File: config.mk
export PLATFORM = sky130hd
export DESIGN_NAME = hex_scan_driver
export DESIGN_NICKNAME = d
export VERILOG_FILES = /design/src/rtl/hex_scan_driver_pkg.sv /design/src/rtl/scan_prescaler.sv /design/src/rtl/hex_scan_driver.sv
export SDC_FILE = /design/constraint.sdc
export NUM_CORES = 1
export LEC_CHECK = 0
export BUFFER_PORTS_ARGS = -buffer_cell sky130_fd_sc_hd__buf_2
export CORE_AREA = 5 5 90 92
export DETAILED_ROUTE_END_ITERATION = 6
export DIE_AREA = 0 0 95 97
export PLACE_DENSITY = 0.74
export SYNTH_ARGS = -nofsm -noshare
export SYNTH_HDL_FRONTEND = slang
export SYNTH_SLANG_ARGS = --single-unit
File: constraint.sdc
create_clock -name clk -period 4.28 [get_ports clk]
set_clock_uncertainty 0.1 [all_clocks]
set_input_delay 0.642 -clock clk [delete_from_list [all_inputs] [get_ports clk]]
set_output_delay 0.642 -clock clk [all_outputs]
set_load 0.05 [all_outputs]
File: src/rtl/hex_scan_driver_pkg.sv
// Shared display definitions for the hex scan driver.
//   NUM_DIGITS  : number of multiplexed digits
//   DIGIT_W     : width of the digit index
//   AN_OFF      : anode pattern with every digit dark (anodes are active-low)
//   disp_set_t  : one full display image (hex codes, points, blanks)
package hex_scan_driver_pkg;

  localparam int         NUM_DIGITS = 4;
  localparam int         DIGIT_W    = 2;
  localparam logic [3:0] AN_OFF     = 4'b1111;

  typedef struct packed {
    logic [4*NUM_DIGITS-1:0] hex;
    logic [NUM_DIGITS-1:0]   point;
    logic [NUM_DIGITS-1:0]   blank;
  } disp_set_t;

  // Reset image: zero codes, no points, every digit blanked.
  localparam disp_set_t DISP_RESET = '{hex: '0, point: '0, blank: '1};

  function automatic logic [3:0] hex_digit(input logic [4*NUM_DIGITS-1:0] h,
                                           input logic [DIGIT_W-1:0]      s);
    return h[{s, 2'b00} +: 4];
  endfunction

  function automatic logic [NUM_DIGITS-1:0] an_for(input logic [DIGIT_W-1:0] s);
    logic [NUM_DIGITS-1:0] an;
    an    = AN_OFF;
    an[s] = 1'b0;
    return an;
  endfunction

endpackage

File: src/rtl/scan_prescaler.sv
// Free-running dwell prescaler for the digit scan.
//   clk   : system clock
//   rst_n : asynchronous active-low reset
//   tick  : high during the cycle the count equals SCAN_PERIOD-1
module scan_prescaler #(
  parameter int SCAN_PERIOD = 100000
) (
  input  logic clk,
  input  logic rst_n,
  output logic tick
);

  localparam int             CW   = $clog2(SCAN_PERIOD);
  localparam logic [CW-1:0]  LAST = CW'(SCAN_PERIOD - 1);

  logic [CW-1:0] cnt_q, cnt_d;

  assign tick = (cnt_q == LAST);

  always_comb begin
    cnt_d = cnt_q + CW'(1);
    if (tick) cnt_d = '0;
  end

  always_ff @(posedge clk or negedge rst_n) begin
    if (!rst_n) cnt_q <= '0;
    else        cnt_q <= cnt_d;
  end

endmodule

File: src/rtl/hex_scan_driver.sv
// Four-digit multiplexed hex display driver.
//   clk, rst_n          : system clock, asynchronous active-low reset
//   load                : capture strobe for hex_in / point_in / blank_in
//   hex_in              : four hex digits, digit k in hex_in[4k+3:4k]
//   point_in, blank_in  : per-digit decimal point / blank requests
//   D, point, LE        : registered code, point and blank for the downstream decoder
//   AN                  : active-low digit anodes, one low while scanning
//   digit_sel           : index of the digit currently driven
//   frame               : one-cycle pulse after the digit 3 -> 0 wrap
// New values land in a staging set and are copied to the displayed set only
// at the end of a frame, so a frame never mixes old and new digits.
module hex_scan_driver
  import hex_scan_driver_pkg::*;
#(
  parameter int SCAN_PERIOD = 100000
) (
  input  logic                    clk,
  input  logic                    rst_n,
  input  logic                    load,
  input  logic [4*NUM_DIGITS-1:0] hex_in,
  input  logic [NUM_DIGITS-1:0]   point_in,
  input  logic [NUM_DIGITS-1:0]   blank_in,
  output logic [3:0]              D,
  output logic                    point,
  output logic                    LE,
  output logic [NUM_DIGITS-1:0]   AN,
  output logic [DIGIT_W-1:0]      digit_sel,
  output logic                    frame
);

  logic tick;

  scan_prescaler #(
    .SCAN_PERIOD (SCAN_PERIOD)
  ) u_prescaler (
    .clk   (clk),
    .rst_n (rst_n),
    .tick  (tick)
  );

  logic [DIGIT_W-1:0]    sel_q, sel_d;
  logic                  pend_q, pend_d;
  logic                  frame_q, frame_d;
  disp_set_t             stg_q, stg_d;
  disp_set_t             act_q, act_d;
  disp_set_t             in_set;
  logic                  commit;
  logic [3:0]            d_q, d_d;
  logic                  pt_q, pt_d;
  logic                  le_q, le_d;
  logic [NUM_DIGITS-1:0] an_q, an_d;

  always_comb begin
    in_set = '{hex: hex_in, point: point_in, blank: blank_in};
    commit = tick && (sel_q == DIGIT_W'(NUM_DIGITS - 1));

    sel_d = sel_q;
    if (tick) sel_d = sel_q + DIGIT_W'(1);

    stg_d = stg_q;
    if (load) stg_d = in_set;

    // A load on the commit edge bypasses staging so the newest value wins.
    act_d  = act_q;
    pend_d = pend_q;
    if (commit) begin
      if (load)        act_d = in_set;
      else if (pend_q) act_d = stg_q;
      pend_d = 1'b0;
    end else if (load) begin
      pend_d = 1'b1;
    end

    frame_d = commit;

    // Outputs track the post-edge digit and image so they move with digit_sel.
    d_d  = hex_digit(act_d.hex, sel_d);
    pt_d = act_d.point[sel_d];
    le_d = act_d.blank[sel_d];
    an_d = an_for(sel_d);
  end

  always_ff @(posedge clk or negedge rst_n) begin
    if (!rst_n) begin
      sel_q   <= '0;
      pend_q  <= 1'b0;
      frame_q <= 1'b0;
      stg_q   <= DISP_RESET;
      act_q   <= DISP_RESET;
      d_q     <= '0;
      pt_q    <= 1'b0;
      le_q    <= 1'b1;
      an_q    <= AN_OFF;
    end else begin
      sel_q   <= sel_d;
      pend_q  <= pend_d;
      frame_q <= frame_d;
      stg_q   <= stg_d;
      act_q   <= act_d;
      d_q     <= d_d;
      pt_q    <= pt_d;
      le_q    <= le_d;
      an_q    <= an_d;
    end
  end

  assign D         = d_q;
  assign point     = pt_q;
  assign LE        = le_q;
  assign AN        = an_q;
  assign digit_sel = sel_q;
  assign frame     = frame_q;

endmodule

### Yosys cells after proc, flatten, opt, wreduce, memory -nomap -nowiden

Cells that the tools add are included.
Widths: inputs -> output; s select.

* register bits after elaboration: 79
* latch bits: 0
* bits in writable memories: 0
* ROM bits: 0
* output and inout port bits: 13
* word-level logic and storage cells: 38
* memories kept: 0

* add/sub/neg operators: 2
* multipliers: 0
* divide/modulo/power cells: 0
* $lt $le $gt $ge: 2
* equality and inequality tests: 2
* shift-type cells: 1
* multiplexer cells: 13
* bitwise gates (word level): 1
* reduce and logical (&&, ||, !) cells: 3

Operators with widths (number)
* $mux 24: 3
* $add 17x1->17 const B: 1
* $eq 17x17->1 const B: 1
* $mux 17: 1
* $shiftx 16x5->4: 1
* $mux 1: 5
* $bmux 1 s2: 2
* $not 4->4: 1
* $lt 2x3->1 const B: 1
* $add 2x1->2 const B: 1
* $demux 1 s2: 1
* $eq 2x2->1 const B: 1
* $ge 2x1->1 const B: 1
* $logic_and 1x1->1: 2
* $mux 2: 1
* $reduce_bool 2->1: 1

### Logic depth before layout (Yosys ltp)

* depth after elaboration: 7
* gate-level depth with buffers: 8
* gate-level depth less buffers: 7

### Cells and area by module

A second synthesis with hierarchy kept.

* cell total of the unflattened synthesis: 248
* area, all modules: 3395.8 µm²

By module, submodules not included
* hex_scan_driver: instances 1, cells each 174, area each 2602.5 µm², sequential area each 1567.8 µm²
* scan_prescaler: instances 1, cells each 74, area each 793.3 µm², sequential area each 425.4 µm²

### Worst setup path after synthesis

No wires, ideal clock.

* path type: reg2reg
* start: reg sel_q[1] (netlist: digit_sel[1])
* end: reg d_q[2] (netlist: D[2])
* library setup time: 130 ps
* data arrival time: 2035 ps
* path slack: 2015 ps
* cell stages (with the launch flop): 9
* path through: dfrtp_1 > ha_1 > nand2_1 > clkbuf_1 > o22ai_1 > a21oi_1 > mux4_2 > nor2_1 > a31oi_1

* longest elaborated chain between the ends: 4
* elaborated cells between the ends (all ways): 6
* those cells by class: add/sub (1); eq/ne (1); shift (1); mux (2); reduce/logical (1)

Ends and longest elaborated chain
* start: declaration: RTL line hex_scan_driver.sv:41 `logic [DIGIT_W-1:0] sel_q, sel_d;`
* start signal: assignment: RTL line hex_scan_driver.sv:95 `sel_q <= sel_d;`
* parallel branches: the longest is 3 deep, another holds $add 2x1->2
* $shiftx 16x5->4 *: RTL line hex_scan_driver_pkg.sv:23 `return h[{s, 2'b00} +: 4];`
* net d_d[2]: RTL line hex_scan_driver.sv:48 `logic [3:0] d_q, d_d;`
* end signal: assignment: RTL line hex_scan_driver.sv:90 `d_q <= '0;`
* end signal: assignment: RTL line hex_scan_driver.sv:100 `d_q <= d_d;`
* end: declaration: RTL line hex_scan_driver.sv:48

Mark *: on every way through the listed nets, which the timed path passes.
A chain may end at the register's enable or synchronous reset.

### Worst setup path in the final report

* start: reg sel_q[0] (netlist: digit_sel[0])
* end: reg d_q[2] (netlist: D[2])

Same word-level chain as after synthesis.

==> results.ini <==
[sta]
maxSlewViolCount = 0
slew_headroom_pct = 30.7
finalCriticalPeriod_ns = 3.32
worst_slew_pin_slew_ns = 1.01
clock.fmax_mhz = 301
post-route-worst-setup-slack_ns = 0.956
fin_crit_sh_pct = 77.7
hold_violations = 0
setup_viol = 0
setup_tns_ns = 0
rsz0062_at_grt = false

[run_status]
outcome = complete, no violations

[clocking]
cts_resized = 0
cts_hold_buf = 0
clk_latency_ns = 0.35
clkSlewWorstSetupHoldPaths_ns = 0.08
clock_sinks = 79
cts_tree = built
cts_max_level = 3
root_buffer = clkbuf_8
post_cts_buffers = 0
cts_buffers = 9
cts_buffer_depth = 2

[logic_synthesis]
synth-seq-cells = 79
synth_edf_count = 0
yosys.area_share.simple_pct = 15.5
synthFlopType = dfrtp_1
synth.area.mux_share_pct = 10.5
synth_area_per_cell_um2 = 10.8
synth_area_um2 = 3850
yosys_warnings = 0
syn-num-nets = 384
ys_seq_area_share_pct = 51.8
synth_compound_gate_area_share_pct = 14.3
syn_inst = 355
synth_top_family_by_area = simple AND/OR/NAND/NOR gates
synth_cell_types = 41
synthXorXnorAreaFrac_pct = 4.13
synth-async-reset-ratio_pct = 100
synthAdderAreaFrac_pct = 0.650

[critical_path]
required_ns = 4.36
timing.rr.start = digit_sel[0]
crit_type = flop to flop
cp.arrival_ns = 3.40
critPathMaxFanout = 23
cp_slowest_cell = dfrtp_1
path_cells = ha_1 > nand2_1 > o22ai_1 > a21oi_1 > mux4_2 > nor2_1 > a31oi_1
critPathMaxStageDelay_ns = 0.70
cp-start-kind = flop
crit_path_end_kind = flop
startpoint = digit_sel[0]

[placement]
port_buffers = 39
pre_cts_ws_ns = 0.989
gp_congestion = 0.815
hpwl_um = 5760

[finish]
fin_nets = 414
final_util_pct = 60.0
syn_to_final_growth_pct = 11.1
fillers = 613
final_layout_size_suffix_gt1_share_pct = 29.2
diodes = 0

[die]
die_w_um = 95
start_util_pct = 54.0
io_pins = 40
fp.dieH_um = 97
row_count = 31
core-area_um2 = 7140
die_area_um2 = 9220

[power]
p_total_uw = 1370
vdd_drop_max_mv = 0.140
leakage_uw = 0.00185
power_density_nw_per_um2 = 321

[drt]
wl_um = 8600
wl_per_cell_um = 17.6
drcViolationCount = 0
antenna_left = 0
dr.first_iter.drc_count = 266
post_drt_via_cell_ratio = 6.12
vias = 2994
drtPass1Iterations = 5

[global_routing]
grt_usage_pct = 20.1
grt_start_max_net_pins = 80
grt_pass1_vias = 3011
overflow = 0
antenna_found_initial = 0
grt_pass1_wl_um = 14900

[min_path]
hold_class = input port to async pin

[job]
cap_viol_max_count = 0

-- state kept, by name, indices dropped and copies added (netlist names) --
signal and cells:
LE 1, digit_sel 2, AN 4, stg_q 24, D 4, u_prescaler.cnt_q 17
act_q 24, point 1, frame 1, pend_q 1
-- critical path, delay by kind of cell, from the launching register on --
kind	cells	cell delay (ns)
AOI/OAI and AO/OA	3	0.42
adders and majority gates	1	0.63
DFF	1	0.70
muxes	1	0.49
and+or+nand+nor	2	0.78
-- cell usage after synthesis (3+ instances only) --
library cell / n / share of area (%)
clkbuf_1: 10 / 0.97
a21oi_1: 38 / 4.9
nand2_1: 27 / 2.6
nor3_1: 16 / 2.1
o22ai_1: 49 / 8.0
nor3_2: 4 / 1.0
and4_1: 3 / 0.68
or3_1: 3 / 0.49
xor2_1: 10 / 2.3
nand3_1: 10 / 1.3
a31oi_1: 5 / 0.81
nor2_1: 18 / 1.8
mux2_2: 23 / 6.7
dfstp_2: 13 / 8.9
buf_2: 7 / 0.91
mux4_2: 6 / 3.5
xnor2_1: 5 / 1.1
nor4_1: 10 / 1.6
buf_1: 5 / 0.49
dfrtp_1: 66 / 43
-- where the power goes --
part / switching [uW] / internal, uW
Combinational: 38.0 / 33.1
Clock: 271 / 241
Sequential: 16.5 / 772
Total: 325 / 1050
-- final timing paths --
path                                         endpoint  slack, ns  cells past startpoint
worst max-delay path                             D[2]       0.96                      7
worst min-delay path                        stg_q[17]       0.33                      1
worst max register to register                   D[2]       0.96                      7
worst min register to register   u_prescaler.cnt_q[0]       0.40                      1
max in group asynchronous       u_prescaler.cnt_q[16]       3.13                      1
min in group clk                 u_prescaler.cnt_q[0]       0.40                      1
-- cells by family (layout without fill, tap and decap cells) --
kind of cell             Yosys count  in the layout
AO/OA/AOI/OAI                     95             95
buffers and inverters             28             63
XOR/XNOR                          16             16
multiplexers                      30             30
adder cells (fa/ha/maj)            2              2
flip-flops                        79             79
AND/OR/NAND/NOR                  105            105
-- stage by stage --
step / hold slack [ns] / instance area (um2) / std cells
finish: 0.326 / 4280 / 489
global route: 0.424 / 4280 / 489
CTS: 0.374 / 4280 / 489
detailed placement: 0.404 / 4100 / 473
global placement: 0.373 / 4100 / 473
floorplan: 0.246 / 3850 / 355
-- routing by layer --
| metal | share of wire, % | routed length [um] | global-route usage [%] | vias to the layer above |
|---|---|---|---|---|
| li1 | - | - | - | 1393 |
| met1 | 44 | 3760 | 27.6 | 1466 |
| met2 | 48 | 4110 | 31.2 | 115 |
| met3 | 6.0 | 516 | 3.65 | 20 |
| met4 | 2.4 | 209 | 8.32 | 0 |
| met5 | 0 | 0 | 0 | - |
-- layout by cell type, fill, tap and decap left out, drive strengths merged --
cell      instances
dfrtp            66
and3              2
nand4             3
xnor2             6
and4              3
and2              1
nor2b             1
or3               3
mux2             23
o21ai             2
clkinvlp          1
nor2             20
mux4              6
xor2             10
o41a              1
and4bb            1
ha                2
inv               3
a31oi             5
clkinv            5
mux2i             1
o22ai            49
dfstp            13
nand2            27
nand3            11
buf              43
nor4             10
a21oi            38
nor3b             2
nor4b             1
clkbuf           11
nor3             20
-- cell type report --
class	instances	area (um2)	share of cell area [%]
Sequential cell	79	1990	46.6
Multi-Input combinational cell	248	1740	40.6
Timing Repair Buffer	43	228	5.32
Clock buffer	11	151	3.54
Tap cell	99	124	2.89
Clock inverter	5	31.3	0.731
Inverter	4	16.3	0.380
No activity file was read; power rests on OpenSTA's default activity.
